$ cat src/rtl/goroutine_host_loader.sv
// Host-side sequencer for the goroutines core: streams words into s0/s1,
// kicks a run, waits for the core to go idle and returns the a/b result pair.
module goroutine_host_loader #(
    parameter int WIDTH   = 32,
    parameter int ADDR_W  = 32,
    parameter int DEPTH   = 16,
    parameter int ARM_CYC = 4,
    parameter int TIMEOUT = 65535
) (
    input  logic              clk,
    input  logic              reset,
    input  logic              start,
    input  logic [ADDR_W-1:0] count,
    input  logic [WIDTH-1:0]  in_data,
    input  logic [1:0]        in_dst,
    input  logic              in_valid,
    output logic              in_ready,
    output logic [ADDR_W-1:0] s0_address,
    output logic              s0_we,
    output logic              s0_oe,
    output logic [WIDTH-1:0]  s0_din,
    output logic [ADDR_W-1:0] s1_address,
    output logic              s1_we,
    output logic              s1_oe,
    output logic [WIDTH-1:0]  s1_din,
    output logic              core_req,
    input  logic              core_busy,
    input  logic [WIDTH-1:0]  a_out,
    input  logic [WIDTH-1:0]  b_out,
    output logic [WIDTH-1:0]  res_a,
    output logic [WIDTH-1:0]  res_b,
    output logic              res_valid,
    output logic              busy,
    output logic              err_count,
    output logic              err_timeout
);
    typedef enum logic [2:0] {IDLE, LOAD, KICK, ARM, WAIT} state_t;

    localparam logic [ADDR_W-1:0] DEPTH_A   = ADDR_W'(DEPTH);
    localparam logic [ADDR_W-1:0] ARM_LAST  = ADDR_W'(ARM_CYC - 1);
    localparam logic [ADDR_W-1:0] WAIT_LAST = ADDR_W'(TIMEOUT - 1);
    localparam logic [ADDR_W-1:0] ONE_A     = ADDR_W'(1);

    state_t            state_q, state_d;
    logic [ADDR_W-1:0] count_q, count_d, idx_q, idx_d, cnt_q, cnt_d;
    logic              last_word;

    logic [ADDR_W-1:0] s0_address_q, s0_address_d, s1_address_q, s1_address_d;
    logic [WIDTH-1:0]  s0_din_q, s0_din_d, s1_din_q, s1_din_d;
    logic [WIDTH-1:0]  res_a_q, res_a_d, res_b_q, res_b_d;
    logic              s0_we_q, s0_we_d, s1_we_q, s1_we_d, s0_oe_q, s0_oe_d, s1_oe_q, s1_oe_d;
    logic              in_ready_q, in_ready_d, core_req_q, core_req_d;
    logic              res_valid_q, res_valid_d, busy_q, busy_d;
    logic              err_count_q, err_count_d, err_timeout_q, err_timeout_d;

    assign last_word = (idx_q == count_q - ONE_A);

    always_ff @(posedge clk) begin
        if (reset) begin
            state_q       <= IDLE;
            count_q       <= '0;
            idx_q         <= '0;
            cnt_q         <= '0;
            s0_address_q  <= '0;
            s1_address_q  <= '0;
            s0_din_q      <= '0;
            s1_din_q      <= '0;
            s0_we_q       <= 1'b0;
            s1_we_q       <= 1'b0;
            s0_oe_q       <= 1'b1;
            s1_oe_q       <= 1'b1;
            in_ready_q    <= 1'b0;
            core_req_q    <= 1'b0;
            res_a_q       <= '0;
            res_b_q       <= '0;
            res_valid_q   <= 1'b0;
            busy_q        <= 1'b0;
            err_count_q   <= 1'b0;
            err_timeout_q <= 1'b0;
        end else begin
            state_q       <= state_d;
            count_q       <= count_d;
            idx_q         <= idx_d;
            cnt_q         <= cnt_d;
            s0_address_q  <= s0_address_d;
            s1_address_q  <= s1_address_d;
            s0_din_q      <= s0_din_d;
            s1_din_q      <= s1_din_d;
            s0_we_q       <= s0_we_d;
            s1_we_q       <= s1_we_d;
            s0_oe_q       <= s0_oe_d;
            s1_oe_q       <= s1_oe_d;
            in_ready_q    <= in_ready_d;
            core_req_q    <= core_req_d;
            res_a_q       <= res_a_d;
            res_b_q       <= res_b_d;
            res_valid_q   <= res_valid_d;
            busy_q        <= busy_d;
            err_count_q   <= err_count_d;
            err_timeout_q <= err_timeout_d;
        end
    end

    // cnt_q is shared: ARM settle cycles, then WAIT timeout cycles
    always_comb begin
        state_d = state_q;
        count_d = count_q;
        idx_d   = idx_q;
        cnt_d   = cnt_q;
        case (state_q)
            IDLE: if (start) begin
                if (count == '0) begin
                    state_d = KICK;
                end else if (count <= DEPTH_A) begin
                    state_d = LOAD;
                    count_d = count;
                    idx_d   = '0;
                end
            end
            LOAD: if (in_valid && in_ready_q) begin
                idx_d = idx_q + ONE_A;
                if (last_word) state_d = KICK;
            end
            KICK: begin
                state_d = ARM;
                cnt_d   = '0;
            end
            ARM: if (core_busy) begin
                state_d = WAIT;
                cnt_d   = '0;
            end else if (cnt_q == ARM_LAST) begin
                state_d = IDLE;
            end else begin
                cnt_d = cnt_q + ONE_A;
            end
            WAIT: if (!core_busy || cnt_q == WAIT_LAST) begin
                state_d = IDLE;
            end else begin
                cnt_d = cnt_q + ONE_A;
            end
            default: state_d = IDLE;
        endcase
    end

    always_comb begin
        s0_address_d  = '0;
        s1_address_d  = '0;
        s0_din_d      = '0;
        s1_din_d      = '0;
        s0_we_d       = 1'b0;
        s1_we_d       = 1'b0;
        s0_oe_d       = 1'b1;
        s1_oe_d       = 1'b1;
        in_ready_d    = in_ready_q;
        core_req_d    = 1'b0;
        res_a_d       = res_a_q;
        res_b_d       = res_b_q;
        res_valid_d   = 1'b0;
        busy_d        = busy_q;
        err_count_d   = 1'b0;
        err_timeout_d = 1'b0;
        case (state_q)
            IDLE: if (start) begin
                if (count > DEPTH_A) begin
                    err_count_d = 1'b1;
                end else begin
                    busy_d     = 1'b1;
                    in_ready_d = (count != '0);
                end
            end
            LOAD: if (in_valid && in_ready_q) begin
                if (in_dst[0]) begin
                    s0_we_d      = 1'b1;
                    s0_address_d = idx_q;
                    s0_din_d     = in_data;
                end
                if (in_dst[1]) begin
                    s1_we_d      = 1'b1;
                    s1_address_d = idx_q;
                    s1_din_d     = in_data;
                end
                if (last_word) in_ready_d = 1'b0;
            end
            KICK: core_req_d = 1'b1;
            ARM: if (!core_busy && cnt_q == ARM_LAST) begin
                res_a_d     = a_out;
                res_b_d     = b_out;
                res_valid_d = 1'b1;
                busy_d      = 1'b0;
            end
            WAIT: if (!core_busy) begin
                res_a_d     = a_out;
                res_b_d     = b_out;
                res_valid_d = 1'b1;
                busy_d      = 1'b0;
            end else if (cnt_q == WAIT_LAST) begin
                err_timeout_d = 1'b1;
                busy_d        = 1'b0;
            end
            default: ;
        endcase
    end

    assign in_ready    = in_ready_q;
    assign s0_address  = s0_address_q;
    assign s0_we       = s0_we_q;
    assign s0_oe       = s0_oe_q;
    assign s0_din      = s0_din_q;
    assign s1_address  = s1_address_q;
    assign s1_we       = s1_we_q;
    assign s1_oe       = s1_oe_q;
    assign s1_din      = s1_din_q;
    assign core_req    = core_req_q;
    assign res_a       = res_a_q;
    assign res_b       = res_b_q;
    assign res_valid   = res_valid_q;
    assign busy        = busy_q;
    assign err_count   = err_count_q;
    assign err_timeout = err_timeout_q;
endmodule
$ cat config.mk
export PLATFORM = sky130hd
export DESIGN_NAME = goroutine_host_loader
export DESIGN_NICKNAME = d
export VERILOG_FILES = /design/src/rtl/goroutine_host_loader.sv
export SDC_FILE = /design/constraint.sdc
export NUM_CORES = 1
export LEC_CHECK = 0
export CELL_PAD_IN_SITES_DETAIL_PLACEMENT = 1
export CELL_PAD_IN_SITES_GLOBAL_PLACEMENT = 1
export CORE_ASPECT_RATIO = 1.5
export CORE_MARGIN = 4
export CORE_UTILIZATION = 25
export CTS_CLUSTER_SIZE = 24
export DETAILED_ROUTE_END_ITERATION = 6
export MAX_ROUTING_LAYER = met4
export PLACE_DENSITY_LB_ADDON = 0.08
export SYNTH_ARGS = -nofsm -noshare
export SYNTH_HDL_FRONTEND = slang
export SYNTH_SLANG_ARGS = --single-unit
$ cat constraint.sdc
create_clock -name clk -period 3.9 [get_ports clk]
set_input_delay 0.585 -clock clk [delete_from_list [all_inputs] [get_ports clk]]
set_output_delay 0.585 -clock clk [all_outputs]
set_load 0.05 [all_outputs]
**After elaboration in Yosys (flattened, before gate mapping)**

Cells that the tools add are included.

- Register bits: 299
- Bits of input ports: 135
- Output and inout port bits: 202
- Logic and storage cells: 119

- $add $sub $neg: 3
- Magnitude comparators: 2
- Equality and inequality tests: 21
- Mux-type cells: 43
- Bitwise gates (word level): 9
- Reduce and logical (&&, ||, !) cells: 23

Operators by type and width:

| cell | count |
|---|---|
| $mux W32 | 11 |
| $pmux W32 S2 | 3 |
| $pmux W32 S3 | 1 |
| $add A32 B1 Y32 const B | 2 |
| $eq A32 B16 Y1 const B | 1 |
| $eq A32 B2 Y1 const B | 1 |
| $eq A32 B32 Y1 | 1 |
| $gt A32 B5 Y1 const B | 1 |
| $le A32 B5 Y1 const B | 1 |
| $logic_not A32 Y1 | 1 |
| $reduce_bool A32 Y1 | 1 |
| $sub A32 B1 Y32 const B | 1 |
| $mux W3 | 8 |
| $ne A2 B2 Y1 const B | 10 |
| $mux W1 | 16 |
| $pmux W3 S5 | 1 |
| $reduce_and A5 Y1 | 3 |
| $ne A3 B3 Y1 const B | 4 |
| $not A1 Y1 | 9 |
| $reduce_or A3 Y1 | 3 |
| $reduce_or A4 Y1 | 2 |
| $eq A3 B2 Y1 const B | 2 |
| $reduce_and A3 Y1 | 2 |
| $reduce_and A6 Y1 | 1 |
| other kinds (11) | 15 |

**Longest topological paths before layout**

Gate-level depths: netlist of run 1.

- Depth in word-level cells: 5
- Mapped depth: 11
- Mapped depth without buffers: 10

**Least setup slack after synthesis of run 1**

No wires, ideal clock.

- Path type: input port to flip-flop
- From: input port count[0]
- To: register idx_q[30]
- Data arrival time: 2.572 ns
- Data required time: 3.829 ns
- Slack: 1.258 ns
- Stages on the path: 10
- Buffers on the path: 2
- Cells stage by stage: or4_4 > nand2_1 > and2b_1 > a41oi_2 > and4b_1 > buf_2 > nand3_2 > buf_6 > or3_1 > a21oi_1

- Cells in the longest elaborated chain, start to end: 3

RTL lines:

| what | RTL line | RTL |
|---|---|---|
| from (decl) | 13 | `input logic [ADDR_W-1:0] count,` |
| $le A32 B5 Y1 or $logic_not A32 Y1 (tied branches) | 114, 112 |  |
| $ne A2 B2 Y1 (no source line) | -- |  |
| $reduce_and A5 Y1 (no source line) * | -- |  |
| to (signal assigned) | 83 | `idx_q <= idx_d;` |
| to (decl) | 45 | `logic [ADDR_W-1:0] count_q, count_d, idx_q, idx_d, cnt_q, cnt_d;` |

Mark *: on every way between the ends. The rest lies on a longest branch, timed or not.
A chain may end at the register's enable or synchronous reset.

**Worst setup path in the final report of run 1**

- From: register count_q[2]
- To: register state_q[0]

- Cells in the longest elaborated chain, start to end: 4

RTL lines:

| what | RTL line | RTL |
|---|---|---|
| from (decl) | 45 |  |
| from (signal assigned) | 82 | `count_q <= count_d;` |
| $sub A32 B1 Y32 | 56 | `assign last_word = (idx_q == count_q - ONE_A);` |
| $eq A32 B32 Y1 | 56 |  |
| $ne A2 B2 Y1 (no source line) | -- |  |
| $reduce_and A6 Y1 (no source line) | -- |  |
| to (signal assigned) | 81 | `state_q <= state_d;` |
| to (decl) | 44 | `state_t state_q, state_d;` |

Every way passes these cells.

==> results_tabular.tex, run 1 <==
\begin{tabular}{lr}
\hline
Metric & Value \\
\hline
\multicolumn{2}{l}{\textbf{Logic synthesis}} \\
\quad Post-synthesis sequential area ratio & 0.527 \\
\quad Mapped cell area & 11,400 µm² \\
\quad Post-synthesis async set-or-reset flop share & 0 \\
\quad Biggest area contributors in the synthesized netlist & sky130\_fd\_sc\_hd\_\_dfxtp\_1 53\%, sky130\_fd\_sc\_hd\_\_and2\_1 8.9\%, sky130\_fd\_sc\_hd\_\_nand2\_1 5.4\% \\
\quad Number of distinct library cells after synthesis & 67 \\
\quad Most area-hungry cell type in the Yosys netlist & sky130\_fd\_sc\_hd\_\_dfxtp\_1 \\
\quad Warnings, synthesis & 0 \\
\quad Most numerous cell in the Yosys netlist & sky130\_fd\_sc\_hd\_\_dfxtp\_1 \\
\quad Commonest cells post-synth & 299 x sky130\_fd\_sc\_hd\_\_dfxtp\_1, 164 x sky130\_fd\_sc\_hd\_\_nand2\_1, 162 x sky130\_fd\_sc\_hd\_\_and2\_1 \\
\quad Cell count after synthesis & 1,243 \\
\quad \#FFs+latches synth & 299 \\
\quad Number of synthesized flops with an enable pin & 0 \\
\quad Synthesized area per cell & 9.14 µm² \\
\quad Fraction of synthesized cell area taken by the top area cell type & 0.527 \\
\quad Top FF cell, synth & sky130\_fd\_sc\_hd\_\_dfxtp\_1 \\
\multicolumn{2}{l}{\textbf{Critical path}} \\
\quad Type of destination of the critical path & flop \\
\quad Reg-to-reg slack, setup & 0.79 ns \\
\quad Highest fanout seen on the critical path & 7 \\
\quad CP startpoint kind & flop \\
\quad Worst Path Arrival & 3.48 ns \\
\quad Chain of cells forming the critical path & nor4\_2 > nand3\_2 > nor2\_1 > mux2\_2 > a31o\_2 > a211oi\_1 > and4b\_1 > o22ai\_1 \\
\quad Endpoint of the worst-slack reg-to-reg timing path & state\_q[0] \\
\quad Slowest cell on crit path & sky130\_fd\_sc\_hd\_\_nor4\_2 \\
\quad Delay of the slowest cell on the worst path & 0.73 ns \\
\quad Reg2reg path depth & 8 \\
\quad Type of the setup path with the least slack & reg -> reg \\
\quad R2R Path Start & count\_q[2] \\
\quad Data required time at the worst endpoint & 4.27 ns \\
\multicolumn{2}{l}{\textbf{Route}} \\
\quad ANT nets after route & 0 \\
\quad Vias after detailed routing & 9,742 \\
\quad Final WL & 37,900 µm \\
\quad Routed wire per std cell & 17.4 µm \\
\quad DR vias/cell & 4.48 \\
\quad Drt initial violations & 303 \\
\quad TritonRoute pass-1 iters & 4 \\
\quad DRC violations left & 0 \\
\multicolumn{2}{l}{\textbf{Placement}} \\
\quad Placement Setup Slack & 0.582 ns \\
\quad DP Wirelength & 28,000 µm \\
\quad Placer congestion estimate & 0.767 \\
\quad Number of buffers inserted by port buffering & 334 \\
\multicolumn{2}{l}{\textbf{Global route}} \\
\quad Number of antenna violations at the first check in global routing & 4 \\
\quad Leftover overflow at the end of global routing & 0 \\
\quad GRT Total Usage & 0.153 \\
\quad Via count of the first global-routing pass & 10,200 \\
\quad Wire length of the first global-routing pass & 58,100 µm \\
\quad Pin count of the biggest net entering global routing & 82 \\
\multicolumn{2}{l}{\textbf{STA}} \\
\quad Final count of pins violating max slew & 0 \\
\quad Highest attainable clock frequency & 322 MHz \\
\quad Count of endpoints failing setup in the final report & 0 \\
\quad Slew at the pin closest to its max-slew limit & 0.956 ns \\
\quad Tcrit/Tclk final & 0.797 \\
\quad Final setup margin & 0.791 ns \\
\quad Final hold violation count & 0 \\
\quad Post-route clock skew & 0.0193 ns \\
\quad RSZ-0062 raised after global routing & no \\
\quad Period minus WS final & 3.11 ns \\
\quad Headroom to the max-slew limit & 0.363 \\
\quad Sum of negative setup slack & 0 ns \\
\multicolumn{2}{l}{\textbf{Final layout}} \\
\quad Area growth from synthesis to final layout & 45.4\% \\
\quad Number of nets in the finished design & 1,704 \\
\quad Fraction of layout cells with a size suffix above 1 & 0.0686 \\
\multicolumn{2}{l}{\textbf{Pwr}} \\
\quad Worst IR drop on VDD & 0.000234 V \\
\quad Cell-internal power & 5.14 mW \\
\quad Switching Fraction & 0.221 \\
\quad Leakage power summed over all cells & 6.05 nW \\
\quad Power share of the combinational group & 0.042 \\
\quad Total power per unit cell area & 399 nW/µm² \\
\quad Relative contribution of the clock network to total power & 0.490 \\
\quad Reported net switching power & 1.46 mW \\
\quad Power share of the sequential group & 0.467 \\
\multicolumn{2}{l}{\textbf{CTS}} \\
\quad Clock tree from TritonCTS & done \\
\quad Maximum clock insertion buffer count & 3 \\
\quad Number of buffers inserted for hold repair after clock tree synthesis & 0 \\
\quad Number of cells upsized or downsized after cts & 0 \\
\quad Reg clk slew, reported paths & 0.07 ns \\
\quad CTS Root Buffer Type & sky130\_fd\_sc\_hd\_\_clkbuf\_16 \\
\quad H-Tree Depth & 2 \\
\quad Setup Buffers After CTS & 0 \\
\quad Total CTS buffers & 34 \\
\quad Clock Latency Late Sink & 0.53 ns \\
\quad Total number of clock tree sinks & 299 \\
\multicolumn{2}{l}{\textbf{Floorplan}} \\
\quad Row count & 95 \\
\quad Core Footprint & 44,900 µm² \\
\quad Initial core utilization & 0.253 \\
\quad Die boundary width & 182 µm \\
\quad Die area & 49,000 µm² \\
\quad I/O pin cnt & 337 \\
\quad Die span in y & 269 µm \\
\multicolumn{2}{l}{\textbf{Job}} \\
\quad Maxcap violations & 0 \\
\multicolumn{2}{l}{\textbf{Hold path}} \\
\quad Hold path endpoint & res\_b[31] \\
\quad Startpoint of the most critical hold path & res\_b[31] \\
\quad Hold Path Depth & 2 \\
\quad Path class of the lowest-slack min-delay path & reg -> reg \\
\multicolumn{2}{l}{\textbf{Run status}} \\
\quad Result of the run & complete, no violations \\
\hline
\end{tabular}
==> kinds of logic after synthesis <==
family	share of synthesized area
multiplexers	0.00628
flip-flops	0.527
adder cells (fa/ha/maj)	0.00441
buffers and inverters	0.0340
XOR/XNOR	0.0671
other	0.000330
AO/OA/AOI/OAI	0.0734
AND/OR/NAND/NOR	0.288
==> through the flow <==
stage / util / area (µm²) / hold slack, ns / total power, mW / cells
finish: 0.368 / 16500 / 0.453 / 6.59 / 2175
global route: 0.368 / 16500 / 0.475 / 6.88 / 2175
CTS: 0.367 / 16500 / 0.456 / 6.75 / 2171
detailed placement: 0.342 / 15400 / 0.449 / 3.43 / 2111
global placement: 0.342 / 15400 / 0.441 / 3.43 / 2111
floorplan: - / 11400 / 0.450 / 3.24 / 1244
==> flip-flops by register name, indices dropped and copies added, names as in the netlist, 3 cells and up <==
register / flops
cnt_q: 32
state_q: 3
s0_address: 32
s1_address: 32
s0_din: 32
res_b: 32
count_q: 32
s1_din: 32
res_a: 32
idx_q: 32
==> metal layers <==
metal  wire length [µm]  GRT usage  vias up
met3               2930     0.0475       50
met4               1010     0.0451        0
met5                  0          -        -
li1                   -          -     4801
met1              13600      0.152     4604
met2              20300      0.288      287
==> power by group through the flow <==
stage                     Combinational [mW]  Clock (mW)  Sequential, mW
after floorplan                       0.0945           0            3.15
after global placement                 0.281           0            3.15
after detailed placement               0.284           0            3.15
after CTS                              0.285        3.39            3.08
after global routing                   0.302        3.49            3.08
final                                  0.279        3.23            3.08
==> final cells by class <==
type / instances / area, µm²
diodes: 4 / 10.0
clock buffers: 47 / 990
clock inverters: 13 / 139
fillers: 5131 / 28400
inverters: 19 / 71.3
multi-input cells: 851 / 5020
flip-flops and latches: 299 / 5990
well taps: 582 / 728
repair buffers: 360 / 3570
==> critical path, delay by kind of cell (launching register included) <==
kind / cells / cell delay (ns)
AND/OR/NAND/NOR: 4 / 1.58
multiplexers: 1 / 0.37
flip-flops: 1 / 0.37
AO/OA/AOI/OAI: 3 / 0.65
==> layout by cell type (no fill, tap or decap), types with 6 or more instances in the layout <==
cell type and count:
sky130_fd_sc_hd__nand2_1 164, sky130_fd_sc_hd__xor2_1 53, sky130_fd_sc_hd__clkbuf_8 9, sky130_fd_sc_hd__or3_1 12
sky130_fd_sc_hd__a21oi_1 83, sky130_fd_sc_hd__and3_1 13, sky130_fd_sc_hd__buf_4 23, sky130_fd_sc_hd__dfxtp_1 299
sky130_fd_sc_hd__and4_1 10, sky130_fd_sc_hd__nor3_1 22, sky130_fd_sc_hd__o21ai_0 17, sky130_fd_sc_hd__nor4_1 22
sky130_fd_sc_hd__and2_1 162, sky130_fd_sc_hd__nand4_1 25, sky130_fd_sc_hd__clkinv_2 6, sky130_fd_sc_hd__xnor2_1 34
sky130_fd_sc_hd__nand3_1 35, sky130_fd_sc_hd__nor2_1 91, sky130_fd_sc_hd__inv_1 19, sky130_fd_sc_hd__nand3b_1 6
sky130_fd_sc_hd__mux2i_1 6, sky130_fd_sc_hd__clkdlybuf4s50_1 333, sky130_fd_sc_hd__clkbuf_16 34
==> worst max path at each step <==
stage,startpoint,end,cells after the start
finish,count_q[2],state_q[0],8
global route,count_q[2],in_ready,8
CTS,count_q[2],state_q[0],8
detailed placement,count[17],idx_q[25],12
global placement,count[17],idx_q[24],10
floorplan,count[0],idx_q[30],10
(Power assumes the default switching activity.)
==> inputs of run 2 (changes only) <==
- clock period: 3.9 -> 3.2 ns (I/O delays scaled with it)
==> results_tabular.tex, run 2 (synthesis results as in run 1) <==
\begin{tabular}{lr}
\hline
Metric & Value \\
\hline
\multicolumn{2}{l}{\textbf{Pwr}} \\
\quad Leakage power summed over all cells & 6.26 nW \\
\quad Total power & 8.24 mW \\
\quad Total power per unit cell area & 488 nW/µm² \\
\quad Worst IR drop on VDD & 0.000360 V \\
\multicolumn{2}{l}{\textbf{Global route}} \\
\quad Pin count of the biggest net entering global routing & 67 \\
\quad Number of antenna violations at the first check in global routing & 3 \\
\quad Leftover overflow at the end of global routing & 0 \\
\quad GRT Total Usage & 0.153 \\
\quad Via count of the first global-routing pass & 10,200 \\
\quad Wire length of the first global-routing pass & 57,700 µm \\
\multicolumn{2}{l}{\textbf{CTS}} \\
\quad CTS Root Buffer Type & sky130\_fd\_sc\_hd\_\_clkbuf\_16 \\
\quad H-Tree Depth & 2 \\
\quad Number of cells upsized or downsized after cts & 0 \\
\quad Clock tree from TritonCTS & done \\
\quad Reg clk slew, reported paths & 0.06 ns \\
\quad Clock Latency Late Sink & 0.53 ns \\
\quad Total CTS buffers & 34 \\
\quad Setup Buffers After CTS & 0 \\
\quad Total number of clock tree sinks & 299 \\
\quad Maximum clock insertion buffer count & 3 \\
\quad Number of buffers inserted for hold repair after clock tree synthesis & 0 \\
\multicolumn{2}{l}{\textbf{Hold path}} \\
\quad Path class of the lowest-slack min-delay path & in -> reg \\
\multicolumn{2}{l}{\textbf{Placement}} \\
\quad Number of buffers inserted by port buffering & 334 \\
\quad Placer congestion estimate & 0.756 \\
\quad DP Wirelength & 28,400 µm \\
\multicolumn{2}{l}{\textbf{STA}} \\
\quad RSZ-0062 raised after global routing & no \\
\quad Final hold violation count & 0 \\
\quad Count of endpoints failing setup in the final report & 0 \\
\quad Period minus WS final & 2.93 ns \\
\quad Slew at the pin closest to its max-slew limit & 0.769 ns \\
\quad Post-route clock skew & 0.0181 ns \\
\quad Headroom to the max-slew limit & 0.488 \\
\quad Sum of negative setup slack & 0 ns \\
\quad Final count of pins violating max slew & 0 \\
\quad Highest attainable clock frequency & 342 MHz \\
\quad Tcrit/Tclk final & 0.914 \\
\multicolumn{2}{l}{\textbf{Route}} \\
\quad DRC violations left & 0 \\
\quad Drt initial violations & 236 \\
\quad TritonRoute pass-1 iters & 4 \\
\quad Final WL & 38,000 µm \\
\quad Vias after detailed routing & 9,939 \\
\quad DR vias/cell & 4.51 \\
\quad ANT nets after route & 0 \\
\quad Routed wire per std cell & 17.3 µm \\
\multicolumn{2}{l}{\textbf{Final layout}} \\
\quad Number of nets in the finished design & 1,737 \\
\quad Filler Cell Count & 5,141 \\
\quad Flip-flop and latch area & 5990 µm² \\
\quad Most frequent cells in the layout & 333 x sky130\_fd\_sc\_hd\_\_clkdlybuf4s50\_1, 299 x sky130\_fd\_sc\_hd\_\_dfxtp\_1, 164 x sky130\_fd\_sc\_hd\_\_nand2\_1 \\
\quad Fraction of layout cells with a size suffix above 1 & 0.0870 \\
\quad Area growth from synthesis to final layout & 48.6\% \\
\quad Area of the multi-input gates & 5020 µm² \\
\quad Most common cell after layout, fill and taps aside & sky130\_fd\_sc\_hd\_\_clkdlybuf4s50\_1 \\
\multicolumn{2}{l}{\textbf{Floorplan}} \\
\quad Die area & 49,000 µm² \\
\quad I/O pin cnt & 337 \\
\quad Row count & 95 \\
\quad Initial core utilization & 0.253 \\
\quad Die boundary width & 182 µm \\
\quad Die span in y & 269 µm \\
\quad Core Footprint & 44,900 µm² \\
\multicolumn{2}{l}{\textbf{Critical path}} \\
\quad Type of the setup path with the least slack & reg -> reg \\
\quad Worst Path Arrival & 3.39 ns \\
\quad Highest fanout seen on the critical path & 15 \\
\quad Data required time at the worst endpoint & 3.66 ns \\
\quad CP startpoint kind & flop \\
\quad Type of destination of the critical path & flop \\
\multicolumn{2}{l}{\textbf{Job}} \\
\quad Maxcap violations & 0 \\
\multicolumn{2}{l}{\textbf{Run status}} \\
\quad Result of the run & complete, no violations \\
\hline
\end{tabular}
-- run 2: routing by layer --
layer | wire, µm | vias to the layer above | GRT usage
li1 | - | 4872 | -
met1 | 13700 | 4744 | 0.149
met2 | 20500 | 264 | 0.290
met3 | 2770 | 59 | 0.0482
met4 | 1020 | 0 | 0.0455
met5 | 0 | - | -
-- run 2: path summary, 6_finish.rpt --
kind                                start          to  slack (ns)  cells after the start
worst max-delay path            cnt_q[27]   cnt_q[26]        0.27                      8
worst min-delay path                reset  count_q[4]        0.40                      3
worst max register to register  cnt_q[27]   cnt_q[26]        0.27                      8
worst min register to register  res_b[17]   res_b[17]        0.45                      2
-- run 2: where the power goes --
| part | switching (mW) | total (mW) | internal, mW |
|---|---|---|---|
| sequential | 0.0169 | 3.75 | 3.73 |
| combinational | 0.160 | 0.370 | 0.210 |
| clock | 1.58 | 4.12 | 2.53 |
| total | 1.76 | 8.24 | 6.48 |
-- run 2: area by class of cell --
type / instances / area share
multi-input cells: 851 / 0.297
clock inverters: 10 / 0.0100
inverters: 19 / 0.00423
flip-flops and latches: 299 / 0.355
well taps: 582 / 0.0432
repair buffers: 393 / 0.230
clock buffers: 48 / 0.0601
diodes: 3 / 0.000445
-- run 2: worst max-delay path: stages (launching register included) --
cell	delay, ns
sky130_fd_sc_hd__dfxtp_1	0.34
sky130_fd_sc_hd__nor4_1	0.36
sky130_fd_sc_hd__nand4_1	0.29
sky130_fd_sc_hd__or4b_4	0.63
sky130_fd_sc_hd__a21o_1	0.24
sky130_fd_sc_hd__and3_1	0.42
sky130_fd_sc_hd__and2_4	0.27
sky130_fd_sc_hd__a31o_1	0.21
sky130_fd_sc_hd__a21oi_1	0.10
-- run 2: metrics by stage --
step | hold slack (ns) | instance area (µm²) | std cells | setup WS (ns) | util
floorplan | 0.450 | 11400 | 1244 | 0.644 | -
global route | 0.396 | 16900 | 2205 | 0.0823 | 0.376
global placement | 0.441 | 15700 | 2144 | 0.0632 | 0.349
finish | 0.395 | 16900 | 2205 | 0.274 | 0.376
detailed placement | 0.449 | 15700 | 2144 | 0.0285 | 0.349
CTS | 0.381 | 16900 | 2202 | 0.218 | 0.375
==> inputs of run 3 (changes only) <==
- DONT_BUFFER_PORTS: default -> 1
==> results_tabular.tex, run 3 (synthesis results as in run 1) <==
\begin{tabular}{lr}
\hline
Metric & Value \\
\hline
\multicolumn{2}{l}{\textbf{Hold path}} \\
\quad Path class of the lowest-slack min-delay path & in -> reg \\
\quad Hold Path Depth & 1 \\
\quad Hold path endpoint & count\_q[1] \\
\quad Startpoint of the most critical hold path & reset \\
\multicolumn{2}{l}{\textbf{CTS}} \\
\quad H-Tree Depth & 2 \\
\quad Total number of clock tree sinks & 299 \\
\quad Total CTS buffers & 34 \\
\quad Maximum clock insertion buffer count & 3 \\
\quad Reg clk slew, reported paths & 0.06 ns \\
\quad Clock tree from TritonCTS & done \\
\quad Clock Latency Late Sink & 0.54 ns \\
\quad Setup Buffers After CTS & 0 \\
\quad CTS Root Buffer Type & sky130\_fd\_sc\_hd\_\_clkbuf\_16 \\
\multicolumn{2}{l}{\textbf{STA}} \\
\quad Count of endpoints failing setup in the final report & 0 \\
\quad Headroom to the max-slew limit & 0.414 \\
\quad Minimum hold slack & 0.0387 ns \\
\quad RSZ-0062 raised after global routing & no \\
\quad Highest attainable clock frequency & 347 MHz \\
\quad Sum of negative setup slack & 0 ns \\
\quad Final hold violation count & 0 \\
\quad Slew at the pin closest to its max-slew limit & 0.876 ns \\
\quad Final count of pins violating max slew & 0 \\
\quad Period minus WS final & 2.88 ns \\
\quad Post-route clock skew & 0.0168 ns \\
\quad Tcrit/Tclk final & 0.901 \\
\multicolumn{2}{l}{\textbf{Critical path}} \\
\quad Endpoint of the worst-slack reg-to-reg timing path & in\_ready \\
\quad Highest fanout seen on the critical path & 7 \\
\quad Delay of the slowest cell on the worst path & 0.60 ns \\
\quad Data required time at the worst endpoint & 3.60 ns \\
\quad Slowest cell on crit path & sky130\_fd\_sc\_hd\_\_nor4\_2 \\
\quad Reg2reg path depth & 8 \\
\quad Gate family responsible for the most delay along the worst path & simple AND/OR/NAND/NOR gates \\
\quad Type of the setup path with the least slack & reg -> reg \\
\quad CP startpoint kind & flop \\
\quad R2R Path Start & count\_q[2] \\
\quad Reg-to-reg slack, setup & 0.32 ns \\
\quad Worst Path Arrival & 3.28 ns \\
\quad Chain of cells forming the critical path & nor4\_2 > nand3\_2 > nor2\_1 > mux2\_2 > a31o\_2 > a211oi\_1 > and4b\_1 > o32ai\_1 \\
\quad Type of destination of the critical path & flop \\
\quad Count of buffer and inverter cells on the critical path & 0 \\
\multicolumn{2}{l}{\textbf{Final layout}} \\
\quad Filler Cell Count & 5,203 \\
\quad Count of placed standard cells in the final layout, fillers left out & 1,859 \\
\quad Area of all placed cells without fillers & 13,400 µm² \\
\quad Area growth from synthesis to final layout & 17.6\% \\
\quad Most common cell after layout, fill and taps aside & sky130\_fd\_sc\_hd\_\_dfxtp\_1 \\
\quad Fraction of layout cells with a size suffix above 1 & 0.0941 \\
\quad Number of nets in the finished design & 1,391 \\
\quad Most frequent cells in the layout & 299 x sky130\_fd\_sc\_hd\_\_dfxtp\_1, 164 x sky130\_fd\_sc\_hd\_\_nand2\_1, 162 x sky130\_fd\_sc\_hd\_\_and2\_1 \\
\multicolumn{2}{l}{\textbf{Placement}} \\
\quad Placer congestion estimate & 0.748 \\
\quad DP Wirelength & 26,200 µm \\
\quad Cell Count Post-Placement & 1,794 \\
\quad Placed standard-cell area & 12,200 µm² \\
\quad Number of buffers inserted by port buffering & 0 \\
\multicolumn{2}{l}{\textbf{Route}} \\
\quad ANT nets after route & 0 \\
\quad DRC violations left & 0 \\
\quad Vias after detailed routing & 8,566 \\
\quad Drt initial violations & 322 \\
\quad Final WL & 36,000 µm \\
\quad DR vias/cell & 4.61 \\
\quad TritonRoute pass-1 iters & 4 \\
\quad Routed wire per std cell & 19.4 µm \\
\multicolumn{2}{l}{\textbf{Pwr}} \\
\quad Switching Fraction & 0.222 \\
\quad Worst IR drop on VDD & 0.000375 V \\
\quad Total power & 7.88 mW \\
\quad Leakage power summed over all cells & 4.94 nW \\
\quad Power share of the combinational group & 0.019 \\
\quad Total power per unit cell area & 590 nW/µm² \\
\quad Power share of the sequential group & 0.478 \\
\quad Reported net switching power & 1.75 mW \\
\quad Cell-internal power & 6.13 mW \\
\quad Relative contribution of the clock network to total power & 0.504 \\
\multicolumn{2}{l}{\textbf{Run status}} \\
\quad Result of the run & complete, no violations \\
\multicolumn{2}{l}{\textbf{Floorplan}} \\
\quad Die area & 49,000 µm² \\
\quad Die span in y & 269 µm \\
\quad Row count & 95 \\
\quad Core Footprint & 44,900 µm² \\
\quad Die boundary width & 182 µm \\
\quad Initial core utilization & 0.253 \\
\quad I/O pin cnt & 337 \\
\multicolumn{2}{l}{\textbf{Global route}} \\
\quad Via count of the first global-routing pass & 9,121 \\
\quad Wire length of the first global-routing pass & 54,400 µm \\
\quad Pin count of the biggest net entering global routing & 67 \\
\quad GRT Total Usage & 0.145 \\
\quad Number of antenna violations at the first check in global routing & 2 \\
\quad Leftover overflow at the end of global routing & 0 \\
\multicolumn{2}{l}{\textbf{Job}} \\
\quad Maxcap violations & 0 \\
\hline
\end{tabular}
-- run 3: changes by cell type in the layout (fill, tap and decap cells not counted), moves of 3 or more --
cell                              before  now
sky130_fd_sc_hd__clkinvlp_4            0    3
sky130_fd_sc_hd__clkbuf_8             11    8
sky130_fd_sc_hd__buf_4                51   39
sky130_fd_sc_hd__dlygate4sd3_1         0    4
sky130_fd_sc_hd__clkinv_2              3    0
sky130_fd_sc_hd__clkbuf_1              3    8
sky130_fd_sc_hd__clkdlybuf4s50_1     333    0
sky130_fd_sc_hd__buf_12                8    4
-- run 3: worst max path at each step --
stage / start / to / cells past startpoint
floorplan: count_q[6] / in_ready / 9
global placement: cnt_q[27] / cnt_q[11] / 8
detailed placement: count_q[2] / in_ready / 8
CTS: count_q[2] / in_ready / 8
global route: count_q[4] / in_ready / 8
finish: count_q[2] / in_ready / 8
-- run 3: layout make-up --
cell class                 instances  area [µm²]  share of cell area
sequential                       299        5990               0.448
timing repair buffer              47         413              0.0309
clock inverter                     9         148              0.0111
clock buffer                      50         991              0.0742
antenna                            2        5.00            0.000375
multi-input combinational        851        5020               0.376
tap                              582         728              0.0545
inverter                          19        71.3             0.00534
-- run 3: power groups by stage --
stage	Combinational (mW)	Sequential [mW]	Clock [mW]
6_report	0.148	3.76	3.97
5_1_grt	0.170	3.76	4.29
4_1_cts	0.153	3.76	4.16
3_5_place_dp	0.141	3.85	0
3_3_place_gp	0.141	3.85	0
2_1_floorplan	0.115	3.84	0
-- run 3: timing repair --
action,4_1_cts,5_1_grt
endpoints found under the hold margin,16,0
hold buffers,4,0
resized for setup,0,0
endpoints found under the setup margin,0,0
-- run 3: routing by layer --
layer,part of all wire,up-vias,global-route usage
li1,-,4178,-
met1,0.35,4062,0.143
met2,0.55,272,0.273
met3,0.075,54,0.0447
met4,0.025,0,0.0432
met5,0,-,-
-- run 3: through the flow --
step / worst slack (ns) / utilization
after floorplan: 0.644 / -
after global placement: 0.346 / 0.271
after detailed placement: 0.320 / 0.271
after CTS: 0.296 / 0.297
after global routing: 0.0293 / 0.297
final: 0.316 / 0.297
